===== src/rtl/trace_pkg.sv =====
// Shared types and character decode for the trace player: end-of-trace modes
// and the mapping from trace characters to waveform levels.
package trace_pkg;

   typedef enum logic [1:0] {
      TRACE_HOLD    = 2'd0,
      TRACE_WRAP    = 2'd1,
      TRACE_ONESHOT = 2'd2
   } trace_mode_e;

   localparam logic [7:0] CH_DASH  = "-";
   localparam logic [7:0] CH_UNDER = "_";
   localparam logic [7:0] CH_ONE   = "1";

   function automatic logic trace_char_bit(input logic [7:0] ch);
      return (ch == CH_DASH) || (ch == CH_ONE);
   endfunction

   // Mode 3 and anything else unknown fall back to HOLD.
   function automatic trace_mode_e trace_mode_of(input int mode);
      case (mode)
         1:       return TRACE_WRAP;
         2:       return TRACE_ONESHOT;
         default: return TRACE_HOLD;
      endcase
   endfunction

endpackage


===== src/rtl/trace_index.sv =====
// Step counter for the trace player: tracks the current step, end-of-trace
// flags and a saturating count of completed passes.
module trace_index
   import trace_pkg::*;
#(
   parameter int LEN  = 32,
   parameter int MODE = 0,
   parameter int CW   = 8
) (
   input  logic                   clock,
   input  logic                   reset,
   input  logic                   enable,
   input  logic                   restart,
   output logic [$clog2(LEN)-1:0] step,
   output logic                   last,
   output logic                   finished,
   output logic [CW-1:0]          passes
);

   localparam int SW = $clog2(LEN);
   localparam logic [SW-1:0] TLAST = SW'(LEN - 1);
   localparam trace_mode_e MD = trace_mode_of(MODE);

   logic held;
   logic fin;

   function automatic logic [CW-1:0] sat_inc(input logic [CW-1:0] v);
      return (&v) ? v : v + 1'b1;
   endfunction

   // held marks the first arrival at the last step so HOLD/ONESHOT count one pass only.
   always_ff @(posedge clock or posedge reset) begin
      if (reset) begin
         step   <= '0;
         held   <= 1'b0;
         fin    <= 1'b0;
         passes <= '0;
      end else if (restart) begin
         step <= '0;
         held <= 1'b0;
         fin  <= 1'b0;
      end else if (enable) begin
         if (step != TLAST) begin
            step <= step + 1'b1;
         end else if (MD == TRACE_WRAP) begin
            step   <= '0;
            passes <= sat_inc(passes);
         end else if (!held) begin
            held   <= 1'b1;
            passes <= sat_inc(passes);
            if (MD == TRACE_ONESHOT) fin <= 1'b1;
         end
      end
   end

   assign finished = (MD == TRACE_ONESHOT) ? fin : 1'b0;
   assign last     = (step == TLAST) && !finished;

endmodule


===== src/rtl/trace_player.sv =====
// Plays NCH single-bit waveforms stored as ASCII strings, one character per
// clock; the column for each step is decoded at elaboration time.
module trace_player
   import trace_pkg::*;
#(
   parameter int                    NCH    = 4,
   parameter int                    LEN    = 32,
   parameter logic [8*NCH*LEN-1:0]  TRACES = {(NCH*LEN){8'h5F}},
   parameter int                    MODE   = 0,
   parameter int                    CW     = 8
) (
   input  logic                   clock,
   input  logic                   reset,
   input  logic                   enable,
   input  logic                   restart,
   output logic [NCH-1:0]         out,
   output logic [$clog2(LEN)-1:0] step,
   output logic                   last,
   output logic                   finished,
   output logic [CW-1:0]          passes
);

   logic [NCH-1:0] col [LEN];

   // Step 0 of each channel is its leftmost (most significant) character.
   function automatic logic [NCH-1:0] column(input int t);
      logic [NCH-1:0] v;
      v = '0;
      for (int c = 0; c < NCH; c++) begin
         v[c] = trace_char_bit(TRACES[8*(LEN*c + LEN - 1 - t) +: 8]);
      end
      return v;
   endfunction

   for (genvar t = 0; t < LEN; t++) begin : g_col
      assign col[t] = column(t);
   end

   trace_index #(
      .LEN  (LEN),
      .MODE (MODE),
      .CW   (CW)
   ) u_index (
      .clock    (clock),
      .reset    (reset),
      .enable   (enable),
      .restart  (restart),
      .step     (step),
      .last     (last),
      .finished (finished),
      .passes   (passes)
   );

   assign out = finished ? '0 : col[step];

endmodule

===== config.mk =====
export PLATFORM = sky130hd
export DESIGN_NAME = trace_player
export DESIGN_NICKNAME = d
export VERILOG_FILES = /design/src/rtl/trace_pkg.sv /design/src/rtl/trace_index.sv /design/src/rtl/trace_player.sv
export SDC_FILE = /design/constraint.sdc
export NUM_CORES = 1
export LEC_CHECK = 0
export CAP_MARGIN = 15
export CORE_ASPECT_RATIO = 0.7
export CORE_MARGIN = 2
export CORE_UTILIZATION = 40
export DETAILED_ROUTE_END_ITERATION = 10
export PLACE_DENSITY_LB_ADDON = 0.15
export SYNTH_ARGS = -nofsm -noshare
export SYNTH_HDL_FRONTEND = slang
export SYNTH_SLANG_ARGS = --single-unit

===== constraint.sdc =====
create_clock -name clock -period 2.07 [get_ports clock]
set_clock_uncertainty 0.2 [all_clocks]
set_input_delay 0.207 -clock clock [delete_from_list [all_inputs] [get_ports clock]]
set_output_delay 0.207 -clock clock [all_outputs]
set_load 0.01 [all_outputs]

# Yosys cells after proc, flatten, opt, wreduce, memory -nomap -nowiden
# Memory sizes are Yosys's and may differ from the RTL's.
# Index checks and enable logic that the tools add are counted.
[word_totals]
out_inout_bits = 19
input_bits = 4
regBits = 14
memories = 1
rom_bits = 128
[classes]
n_addsub = 2
bitwise_logic = 5
reduce_logical = 6
mux = 8
eq_ne = 3
n_lt_le_gt_ge = 1
[memory_table]
columns = ["memory", "depth", "word_bits", "rd", "rd_clocked_by_memory_dff", "wr", "line_no", "rtl"]
rows = [
  ["(no name shown)", 32, 4, 1, 0, 0, "trace_player.sv:54", "assign out = finished ? '0 : col[step];"],
]
[ops]
columns = ["cell", "n"]
rows = [
  ["$mux W5", 3],
  ["$add A8 B1 Y8 const B", 1],
  ["$mux W4", 2],
  ["$reduce_and A8 Y1", 1],
  ["$ge A6 B6 Y1 const B", 1],
  ["$not A5 Y6", 1],
  ["$add A5 B1 Y5 const B", 1],
  ["$eq A5 B5 Y1 const B", 1],
  ["$ne A5 B5 Y1 const B", 1],
  ["$reduce_and A5 Y1", 1],
  ["$not A1 Y1", 4],
  ["$reduce_and A2 Y1", 2],
  ["$reduce_bool A2 Y1", 2],
  ["$mux W1", 3],
  ["$ne A2 B2 Y1 const B", 1],
]

# Longest topological paths before layout
# Gate-level depths: netlist (run 1).
[logic_depth]
ltp_word = 4
mapped_depth = 7
depth_no_buf = 6

# Cells and area by module
# Synthesis (run 1) repeated with hierarchy kept, for this count alone.
[unflattened]
cells_unflattened = 73
hier_area_um2 = 764.5
[by_module_without_submodules]
columns = ["mod", "n_inst", "area_each_um2", "cells_per_inst", "seq_area_each_um2"]
rows = [
  ["trace_index", 1, 730.7, 68, 350.3],
  ["trace_player", 1, 33.8, 5, 0.0],
]

# Least setup slack after synthesis (run 1)
# OpenSTA, ideal clock, no wires.
[synth_timing]
kind = "register -> register"
from = "reg u_index.step[0]"
to = "reg u_index.passes[6]"
setup_slack_ns = -0.011
n_path_buf = 1
arrival_time_ns = 1.754
period_less_slack_ns = 2.081
stages_incl_launch_ff = 8
cell_sequence = "dfrtp_1 > ha_1 > and3_1 > ha_1 > nand4bb_1 > buf_4 > nor4_4 > mux2_1"
[synth_between]
elab_chain_len = 3
[synth_lines]
columns = ["element", "line_no", "rtl"]
rows = [
  ["from (decl)", "trace_index.sv:14", "output logic [$clog2(LEN)-1:0] step,"],
  ["from (signal assigned)", "trace_index.sv:44", "step <= step + 1'b1;"],
  ["$ne A5 B5 Y1", "trace_index.sv:43", "if (step != TLAST) begin"],
  ["$not A1 Y1 (no line)", "-", ""],
  ["$reduce_and A5 Y1 (no line)", "-", ""],
  ["to (signal assigned)", "trace_index.sv:47", "passes <= sat_inc(passes);"],
  ["to (signal assigned)", "trace_index.sv:50", "passes <= sat_inc(passes);"],
  ["to (decl)", "trace_index.sv:17", "output logic [CW-1:0] passes"],
]
# No other way between the ends.
# A chain may end at the register's enable or synchronous reset.

# Worst setup path in the final report (run 1)
[layout_timing]
from = "reg u_index.step[1]"
to = "reg u_index.passes[1]"
# Same word-level chain as after synthesis.

==> key figures, run 1 <==
Status
  – Outcome: finished, final reports clean

Global route
  – Largest net degree at the start of global routing: 15
  – Congestion Overflow GR: 0
  – Initial antenna violation count: 0
  – Vias in the first global route: 560
  – First-pass GRT wire length: 2670 um
  – Total GRT Usage: 0.163

Power and ir drop
  – Power Internal: 369 uW
  – Total power: 482 uW
  – Leak: 0.000472 uW
  – Peak supply drop: 0.275 mV
  – Sw frac: 0.234
  – Sequential share of power: 0.580
  – Comb pwr share: 0.106
  – PD cells: 473 nW/um^2
  – Clock network power share: 0.314
  – Switching power: 113 uW

Routing
  – DR WL met2: 581 um
  – Top Metal Used: met3
  – WL final: 1500 um
  – Drt first pass iters: 4
  – Post-route DRC: 0
  – Metal-1 WL: 808 um
  – Via count: 567
  – Wirelength per Cell: 13.0 um
  – Detail Route Antenna Nets: 0
  – Via-to-Cell Ratio: 4.93
  – DRT iter0 DRCs: 7
  – Metal3 WL: 106 um

Floorplan
  – # rows: 13
  – Core area: 1840 sq um
  – Starting Density: 0.423
  – Floorplan die height: 40.9 um
  – Total Die Area: 2320 sq um
  – I/O pins: 23
  – Die extent in x: 56.7 um

Synthesis
  – Top cells by count, synth: dfrtp_1, buf_4, nor2_1, xor2_1, ha_1
  – EDFF count, synth: 0
  – Syn Area/Cell: 10.9 sq um
  – Async SR Flop Fraction: 1.00
  – Sequential element share of the synthesized area: 0.451
  – Netlist cell types: 29
  – Share of the synthesized area in the top cell type: 0.451
  – Most common cell in the synthesized netlist: dfrtp_1
  – Leading area contributor after synthesis: dfrtp_1
  – Seq cells post-synth: 14
  – Predominant post-synthesis flop cell: dfrtp_1
  – Ranking of synthesized cells by area: dfrtp_1, ha_1, buf_4
  – Cell count after synthesis: 71
  – Synthesis warning total: 0
  – Synth Cell Area: 777 sq um

STA
  – Hold Fails Final Rpt: 0
  – RSZ-0062 raised after global routing: false
  – Setup violations, final: 0
  – Worst-margin pin slew: 536 ps
  – Fmax: 520 MHz
  – Fin. max-slew vios: 0
  – Slew headroom: 0.642
  – Crit share post-route: 0.930
  – Fin Setup TNS: 0 ps
  – Min Tclk post-route: 1920 ps

CTS
  – TritonCTS clock tree: yes
  – Sink count of the clock tree: 14
  – Clock-pin transition on the worst setup and hold timing paths: 80 ps
  – Total CTS buffers: 3
  – Cts hold-fix bufs: 0
  – Skew-Pair Late Insertion Delay: 280 ps
  – CTS root buf: clkbuf_4
  – H-tree levels: 1
  – Clk buf depth: 2

Critical path
  – Worst Path Arrival: 1890 ps
  – Crit path max fanout: 8
  – R2R Path Start: u_index.step[1]$_DFFE_PP0P_
  – Reg2reg setup slack: 150 ps
  – RR Endpoint: u_index.passes[1]$_DFFE_PP0P_
  – Crit. End Element: flop
  – Crit path launch type: flop
  – Critical Path RT: 2040 ps
  – Class of the most critical setup path: reg -> reg
  – Worst R2R Path Depth: 7

Finish
  – Nets@finish: 103
  – N_diodes: 0
  – Final core occ: 0.555
  – Layout cell share with drive strength beyond 1: 0.151
  – Area delta synth->final: 31.2%

Placement
  – Final GP Congestion: 0.798
  – DP HPWL: 1150 um
  – IO buf count: 17

Worst hold path
  – HP Class: in -> async

Job
  – Max-cap viol count: 0
area by class of cell:
class                           instances  area [sq um]
Clock buffer                            3          22.5
Fill cell                             170           818
Inverter                                3          11.3
Multi-Input combinational cell         51           402
Sequential cell                        14           350
Tap cell                               22          27.5
Timing Repair Buffer                   22           206
through the flow:
step                hold slack (ps)  setup slack, ps  instance area (sq um)  instances
floorplan                      -104             91.4                    816         75
global placement                301              128                    991        111
detailed placement              312             90.8                    991        111
CTS                            76.7              140                   1020        115
global route                   95.0             50.4                   1020        115
finish                         63.0              146                   1020        115
kinds of logic (layout without fill, tap and decap cells):
kind of cell               count (synthesis)  in the layout  synth area share
and+or+nand+nor                           22             22             0.187
AOI/OAI and AO/OA                          9              9            0.0757
muxes                                      5              5            0.0725
other                                      1              5           0.00483
DFF                                       14             14             0.451
xor gates and xnor gates                   6              6            0.0676
adders and majority gates                  4              4            0.0644
buffers and inverters                     10             28            0.0773
state kept, by name, summed over array words and instances (netlist names):
name / count
u_index.passes: 8
u_index.step: 5
u_index.held: 1
power groups by stage:
stage	clock [uW]	sequential [uW]	combinational, uW
3_5_place_dp	0	286	47.8
6_report	151	280	51.0
4_1_cts	158	280	51.7
3_3_place_gp	0	286	48.0
2_1_floorplan	0	289	26.0
5_1_grt	176	280	57.5
worst max path at each step:
stage | endpoint | cells after the start | slack [ps] | from
3_3_place_gp | u_index.passes[1]$_DFFE_PP0P_ | 7 | 130 | u_index.step[1]$_DFFE_PP0P_
5_1_grt | u_index.passes[1]$_DFFE_PP0P_ | 7 | 50 | u_index.step[0]$_DFFE_PP0P_
6_report | u_index.passes[1]$_DFFE_PP0P_ | 7 | 150 | u_index.step[1]$_DFFE_PP0P_
3_5_place_dp | u_index.passes[1]$_DFFE_PP0P_ | 7 | 90 | u_index.step[1]$_DFFE_PP0P_
2_1_floorplan | u_index.passes[1]$_DFFE_PP0P_ | 7 | 90 | u_index.step[0]$_DFFE_PP0P_
4_1_cts | last | 4 | 140 | u_index.step[1]$_DFFE_PP0P_
routing by layer:
| layer | vias to the layer above | global-route usage |
|---|---|---|
| li1 | 280 | - |
| met1 | 269 | 0.224 |
| met2 | 18 | 0.235 |
| met3 | 0 | 0.0789 |
| met4 | 0 | 0.0238 |
| met5 | - | 0 |
critical path: stages (launching register included):
cell and delay [ps]:
dfrtp_1 390, ha_2 190, and3_4 190, ha_4 150
nand4bb_1 80, buf_4 170, a21o_1 150, mux2_4 300
layout by cell type, fill, tap and decap left out:
master | netlist | final
nor3_1 | 1 | 1
nand4bb_1 | 1 | 1
or3_1 | 1 | 1
nor4_4 | 1 | 1
xor2_1 | 5 | 5
clkdlybuf4s50_1 | 0 | 16
and3_1 | 2 | 1
clkbuf_4 | 0 | 3
mux2_4 | 1 | 1
a21oi_1 | 3 | 3
mux2_1 | 1 | 1
o21a_1 | 1 | 1
nand3b_1 | 1 | 1
nor2_1 | 6 | 6
ha_1 | 4 | 2
ha_4 | 0 | 1
ha_2 | 0 | 1
nand3_1 | 3 | 3
o21ai_0 | 1 | 1
a21o_1 | 1 | 1
inv_1 | 3 | 3
mux2i_1 | 3 | 3
nand2_1 | 2 | 2
a211oi_1 | 2 | 2
and3_4 | 0 | 1
nor4b_2 | 1 | 1
dfrtp_1 | 14 | 14
conb_1 | 1 | 5
and4_1 | 1 | 1
dlygate4sd2_1 | 0 | 1
buf_4 | 6 | 5
nand2b_1 | 2 | 2
a211o_1 | 1 | 1
xnor2_1 | 1 | 1
repair_timing:
item | CTS | global route
resized for setup | 1 | 0
buffers inserted | 1 | 0
endpoints found under the setup margin | 1 | 0
Power figures use the tool's default switching activity.
==> run 2, diff against run 1 <==
--- a/config.mk
+++ b/config.mk
@@ -10,6 +10,7 @@
 export CORE_MARGIN = 2
 export CORE_UTILIZATION = 40
 export DETAILED_ROUTE_END_ITERATION = 10
+export DONT_BUFFER_PORTS = 1
 export PLACE_DENSITY_LB_ADDON = 0.15
 export SYNTH_ARGS = -nofsm -noshare
 export SYNTH_HDL_FRONTEND = slang
==> constraint.sdc (replaced) <==
create_clock -name clock -period 2.05 [get_ports clock]
set_clock_uncertainty 0.2 [all_clocks]
set_input_delay 0.205 -clock clock [delete_from_list [all_inputs] [get_ports clock]]
set_output_delay 0.205 -clock clock [all_outputs]
set_load 0.01 [all_outputs]
==> run 2 against run 1 <==
Net effect:
- worst setup slack worse by 35 ps
- critical endpoint unchanged
- count of clock-buffer cells in the layout stayed put
- combinational power is 9.2% lower
- first-iteration DRC count is 29% higher
- clock power hardly changed
- worst hold slack worse by 47 ps
- global-route usage is 1.7 points lower
- critical path type unchanged
- critical path depth stayed put
==> key figures, run 2 (synthesis results as in run 1) <==
Finish
  – Post-route design area: 900 sq um (-12%)
  – N_diodes: 0 (unchanged)
  – Most frequent cells in the layout: dfrtp_1, nor2_1, buf_4
  – Largest Register: u_index.passes
  – Layout cell share with drive strength beyond 1: 0.198 (+0.0470)
  – Fill cell count: 185 (+8.8%)
  – Multi-input gate area: 402 sq um (unchanged)
  – Area delta synth->final: 15.8%
  – Max FFs per register: 8 (unchanged)
  – Final core occ: 0.489 (-0.0654)
  – Nets@finish: 91 (-12%)
  – Register Area: 350 sq um (unchanged)
  – Largest regs: u_index.passes: 8 flops, u_index.step: 5 flops, u_index.held: 1 flops
  – Commonest non-fill, non-tap cell in the layout: dfrtp_1

Global route
  – Vias in the first global route: 481 (-14%)
  – Total GRT Usage: 0.146 (-0.0171)
  – Initial antenna violation count: 0 (unchanged)
  – Largest net degree at the start of global routing: 15 (unchanged)
  – Congestion Overflow GR: 0 (unchanged)
  – First-pass GRT wire length: 2360 um (-12%)

CTS
  – Skew-Pair Late Insertion Delay: 270 ps (about the same)
  – Clk buf depth: 2 (unchanged)
  – CTS root buf: clkbuf_4
  – H-tree levels: 1 (unchanged)
  – Total CTS buffers: 3 (unchanged)
  – Sink count of the clock tree: 14 (unchanged)
  – Clock-pin transition on the worst setup and hold timing paths: 80 ps (about the same)
  – TritonCTS clock tree: yes

Critical path
  – Crit path launch type: flop
  – Class of the most critical setup path: reg -> reg
  – Worst Path Arrival: 1900 ps (about the same)
  – Slowest cell on the critical path: dfrtp_1
  – Critical Path RT: 2010 ps (-30 ps)
  – Crit path max-delay family: flip-flops
  – Crit-path cells: ha_2 > and3_4 > ha_4 > nand4bb_1 > buf_6 > a21o_1 > mux2_4
  – Crit path max fanout: 8 (unchanged)
  – Crit. End Element: flop
  – Critical path buffers and inverters: 1 (unchanged)
  – CP max stage delay: 360 ps (-30 ps)

Floorplan
  – Floorplan die height: 40.9 um (unchanged)
  – Starting Density: 0.423 (unchanged)
  – # rows: 13 (unchanged)
  – Core area: 1840 sq um (unchanged)
  – I/O pins: 23 (unchanged)
  – Total Die Area: 2320 sq um (unchanged)
  – Die extent in x: 56.7 um (unchanged)

Placement
  – Placed instance area: 828 sq um (-16%)
  – IO buf count: 0 (-17)
  – DP HPWL: 1020 um (-11%)
  – Final GP Congestion: 0.754 (-5.5%)

Routing
  – Post-route DRC: 0 (unchanged)
  – Via-to-Cell Ratio: 5.02 (+1.8%)
  – Via count: 517 (-8.8%)
  – Detail Route Antenna Nets: 0 (unchanged)
  – DRT iter0 DRCs: 9 (+2)
  – WL final: 1400 um (-6.6%)
  – Wirelength per Cell: 13.6 um (+4.3%)
  – Drt first pass iters: 4 (unchanged)

STA
  – Hold Fails Final Rpt: 0 (unchanged)
  – RSZ-0062 raised after global routing: false
  – Crit share post-route: 0.946 (+0.0166)
  – Fmax: 516 MHz (-0.79%)
  – Setup violations, final: 0 (unchanged)
  – Min Tclk post-route: 1940 ps (+15.4 ps)
  – Fin Setup TNS: 0 ps (unchanged)
  – Fin. max-slew vios: 0 (unchanged)
  – Worst-margin pin slew: 538 ps (+1.48 ps)
  – Slew headroom: 0.641 (-0.000985)

Power and ir drop
  – Total power: 480 uW (-0.33%)
  – Leak: 0.000432 uW (-8.5%)
  – Peak supply drop: 0.412 mV (+50%)
  – PD cells: 534 nW/um^2 (+13%)

Job
  – Max-cap viol count: 0 (unchanged)

Status
  – Outcome: finished, final reports clean

Worst hold path
  – HP Class: in -> reg
-- run 2: cell count changes in the layout (fill, tap and decap cells not counted), sizes merged --
cell	delta
clkdlybuf4s50	-16
dlygate4sd3	+3
buf	+2
dlygate4sd2	-1
-- run 2: path summary, 6_finish.rpt --
| path | from | end | slack (ps) | depth (start not counted) |
|---|---|---|---|---|
| worst min-delay path | enable | u_index.step[3]$_DFFE_PP0P_ | 20 | 3 |
| min in group asynchronous | reset | u_index.step[2]$_DFFE_PP0P_ | 210 | 2 |
| worst max-delay path | u_index.step[1]$_DFFE_PP0P_ | u_index.passes[1]$_DFFE_PP0P_ | 110 | 7 |
| max in group asynchronous | reset | u_index.passes[2]$_DFFE_PP0P_ | 1080 | 2 |
| worst max register to register | u_index.step[1]$_DFFE_PP0P_ | u_index.passes[1]$_DFFE_PP0P_ | 110 | 7 |
| worst min register to register | u_index.held$_DFFE_PP0P_ | u_index.held$_DFFE_PP0P_ | 310 | 2 |
-- run 2: layer usage --
metal / share of wire / vias to the layer above / track usage
met2: 0.38 / 18 / 0.195
met4: 0.0072 / 0 / 0.0357
met5: 0 / - / 0
met3: 0.079 / 2 / 0.0820
li1: - / 256 / -
met1: 0.53 / 241 / 0.200
-- run 2: report_power, final --
group	switching (uW)	internal, uW	leakage, uW
sequential	2.41	280	0.000189
clock	83.8	68.0	0.0000138
combinational	25.5	20.7	0.000230
-- run 2: layout make-up --
| cell class | count | area share |
|---|---|---|
| repair buffers | 10 | 0.0960 |
| well taps | 22 | 0.0306 |
| inverters | 3 | 0.0125 |
| clock buffers | 3 | 0.0250 |
| flip-flops and latches | 14 | 0.389 |
| multi-input cells | 51 | 0.446 |
-- run 2: timing repair --
action	CTS	global route
buffers inserted	0	2
hold endpoints to repair	20	0
resized for setup	0	1
hold buffers	3	0
setup endpoints to repair	0	2
-- run 2: per-stage QoR --
step                hold WS [ps]  instances  setup slack (ps)
floorplan                   -106         75              71.4
global placement           -27.1         95               110
detailed placement         -26.0         95               102
CTS                         3.39        101              88.5
global route                18.5        103              6.43
finish                      16.1        103               111
-- run 2: worst min-delay path, stage by stage --
cell and delay [ps]:
nand2b_1 80, or3_1 110, a21oi_1 50
==> run 3, diff against run 2 <==
--- a/config.mk
+++ b/config.mk
@@ -7,7 +7,7 @@
 export LEC_CHECK = 0
 export CAP_MARGIN = 15
 export CORE_ASPECT_RATIO = 0.7
-export CORE_MARGIN = 2
+export CORE_MARGIN = 1
 export CORE_UTILIZATION = 40
 export DETAILED_ROUTE_END_ITERATION = 10
 export DONT_BUFFER_PORTS = 1
==> run 3 against run 2 <==
Net effect:
- fmax is 1.6% lower
- critical path depth stayed put
- die area is 8.2% lower
- non-clock buffer count is 1 lower
- first-iteration DRC count is 33% lower
- register-to-register slack worse by 30 ps
==> key figures, run 3 (synthesis results as in run 1) <==
STA
  – RSZ-0062 raised after global routing: false
  – Crit share post-route: 0.961 (+0.0154)
  – Hold Fails Final Rpt: 0 (unchanged)
  – Min Tclk post-route: 1970 ps (+31.5 ps)
  – Fmax: 507 MHz (-1.6%)
  – Worst-margin pin slew: 520 ps (-18.2 ps)
  – Fin Setup TNS: 0 ps (unchanged)
  – Hold Worst Slack: 34.2 ps (+18.2 ps)
  – Fin. max-slew vios: 0 (unchanged)
  – Setup violations, final: 0 (unchanged)
  – Slew headroom: 0.653 (+0.0121)

Finish
  – Max FFs per register: 8 (unchanged)
  – Most frequent cells in the layout: dfrtp_1, nor2_1, buf_4
  – Area delta synth->final: 16.4%
  – Layout cell share with drive strength beyond 1: 0.210 (+0.0123)
  – N_diodes: 0 (unchanged)
  – Final core occ: 0.533 (+0.0437)
  – Largest Register: u_index.passes
  – Commonest non-fill, non-tap cell in the layout: dfrtp_1
  – Largest regs: u_index.passes: 8 flops, u_index.step: 5 flops, u_index.held: 1 flops
  – Nets@finish: 90 (-1.1%)

Floorplan
  – Total Die Area: 2130 sq um (-8.2%)
  – Die extent in x: 54.7 um (-3.5%)
  – I/O pins: 23 (unchanged)
  – Floorplan die height: 38.9 um (-4.9%)
  – Starting Density: 0.458 (+0.0352)
  – Core area: 1700 sq um (-7.7%)
  – # rows: 12 (-1)

Routing
  – WL final: 1510 um (+7.7%)
  – Detail Route Antenna Nets: 0 (unchanged)
  – DRT iter0 DRCs: 6 (-3)
  – Via-to-Cell Ratio: 5.14 (+2.3%)
  – Post-route DRC: 0 (unchanged)
  – Wirelength per Cell: 14.8 um (+8.7%)
  – Via count: 524 (+1.4%)
  – Drt first pass iters: 4 (unchanged)

Global route
  – First-pass GRT wire length: 2450 um (+3.8%)
  – Congestion Overflow GR: 0 (unchanged)
  – Total GRT Usage: 0.179 (+0.0337)
  – Largest net degree at the start of global routing: 15 (unchanged)
  – Initial antenna violation count: 0 (unchanged)
  – Vias in the first global route: 496 (+3.1%)

CTS
  – Total CTS buffers: 3 (unchanged)
  – H-tree levels: 1 (unchanged)
  – Sink count of the clock tree: 14 (unchanged)
  – TritonCTS clock tree: yes
  – Skew-Pair Late Insertion Delay: 270 ps (about the same)
  – # Post-CTS Setup Buffers: 0 (unchanged)
  – CTS root buf: clkbuf_4
  – Clock-pin transition on the worst setup and hold timing paths: 80 ps (about the same)
  – Clk buf depth: 2 (unchanged)

Critical path
  – Class of the most critical setup path: reg -> reg
  – Crit. End Element: flop
  – Crit path max fanout: 8 (unchanged)
  – Crit path launch type: flop
  – Worst Path Arrival: 1930 ps (+30 ps)
  – Critical Path RT: 2010 ps (about the same)

Job
  – Max-cap viol count: 0 (unchanged)

Placement
  – DP HPWL: 1170 um (+15%)
  – IO buf count: 0 (unchanged)
  – Final GP Congestion: 0.771 (+2.3%)

Power and ir drop
  – Leak: 0.000432 uW (about the same)
  – Peak supply drop: 0.430 mV (+4.3%)
  – Total power: 511 uW (+6.2%)
  – PD cells: 564 nW/um^2 (+5.7%)

Status
  – Outcome: finished, final reports clean

Worst hold path
  – HP Class: in -> reg
## run 3: cell count changes in the layout (fill, tap and decap cells not counted), sizes merged
cell,before,now
buf,7,6
clkbuf,3,4
## run 3: stage by stage
stage | setup slack (ps) | instances | cell area [sq um]
floorplan | 71.4 | 75 | 816
finish | 79.1 | 102 | 905
global route | 3.15 | 102 | 905
detailed placement | 81.4 | 95 | 835
global placement | 132 | 95 | 835
CTS | 71.8 | 102 | 901
## run 3: area by class of cell
| class | count | area [sq um] |
|---|---|---|
| clock buffers | 4 | 36.3 |
| fillers | 147 | 792 |
| inverters | 3 | 11.3 |
| multi-input cells | 51 | 405 |
| flip-flops and latches | 14 | 350 |
| well taps | 21 | 26.3 |
| repair buffers | 9 | 75.1 |
## run 3: worst paths after layout
kind | to | cells past startpoint | slack (ps) | start
worst max register to register | u_index.passes[6]$_DFFE_PP0P_ | 7 | 80 | u_index.step[0]$_DFFE_PP0P_
worst min register to register | u_index.held$_DFFE_PP0P_ | 2 | 330 | u_index.held$_DFFE_PP0P_
max in group asynchronous | u_index.held$_DFFE_PP0P_ | 2 | 1100 | reset
worst min-delay path | u_index.step[3]$_DFFE_PP0P_ | 3 | 30 | enable
worst max-delay path | u_index.passes[6]$_DFFE_PP0P_ | 7 | 80 | u_index.step[0]$_DFFE_PP0P_
min in group asynchronous | u_index.step[3]$_DFFE_PP0P_ | 2 | 200 | reset
## run 3: worst max-delay path: stages, from the launching register on
cell and delay [ps]:
dfrtp_1 370, ha_2 180, and3_4 200, ha_4 130, nand4bb_1 90, buf_4 180, nor4_4 190, mux2_4 330
## run 3: where the power goes
part / switching (uW) / leakage [uW] / internal [uW]
logic: 24.0 / 0.000222 / 16.4
clock network: 79.7 / 0.0000210 / 108
registers: 2.62 / 0.000189 / 280
total: 106 / 0.000432 / 404
## run 3: timing repair
| action | CTS | global route |
|---|---|---|
| endpoints found under the setup margin | 0 | 1 |
| endpoints found under the hold margin | 20 | 0 |
| hold buffers | 3 | 0 |
| resized for setup | 0 | 1 |
## run 3: per-layer routing
metal,global-route usage,wire length [um],up-vias
met5,0,0,-
met4,0.0513,12,0
met3,0.102,123,2
met2,0.238,658,17
met1,0.242,710,249
li1,-,-,256
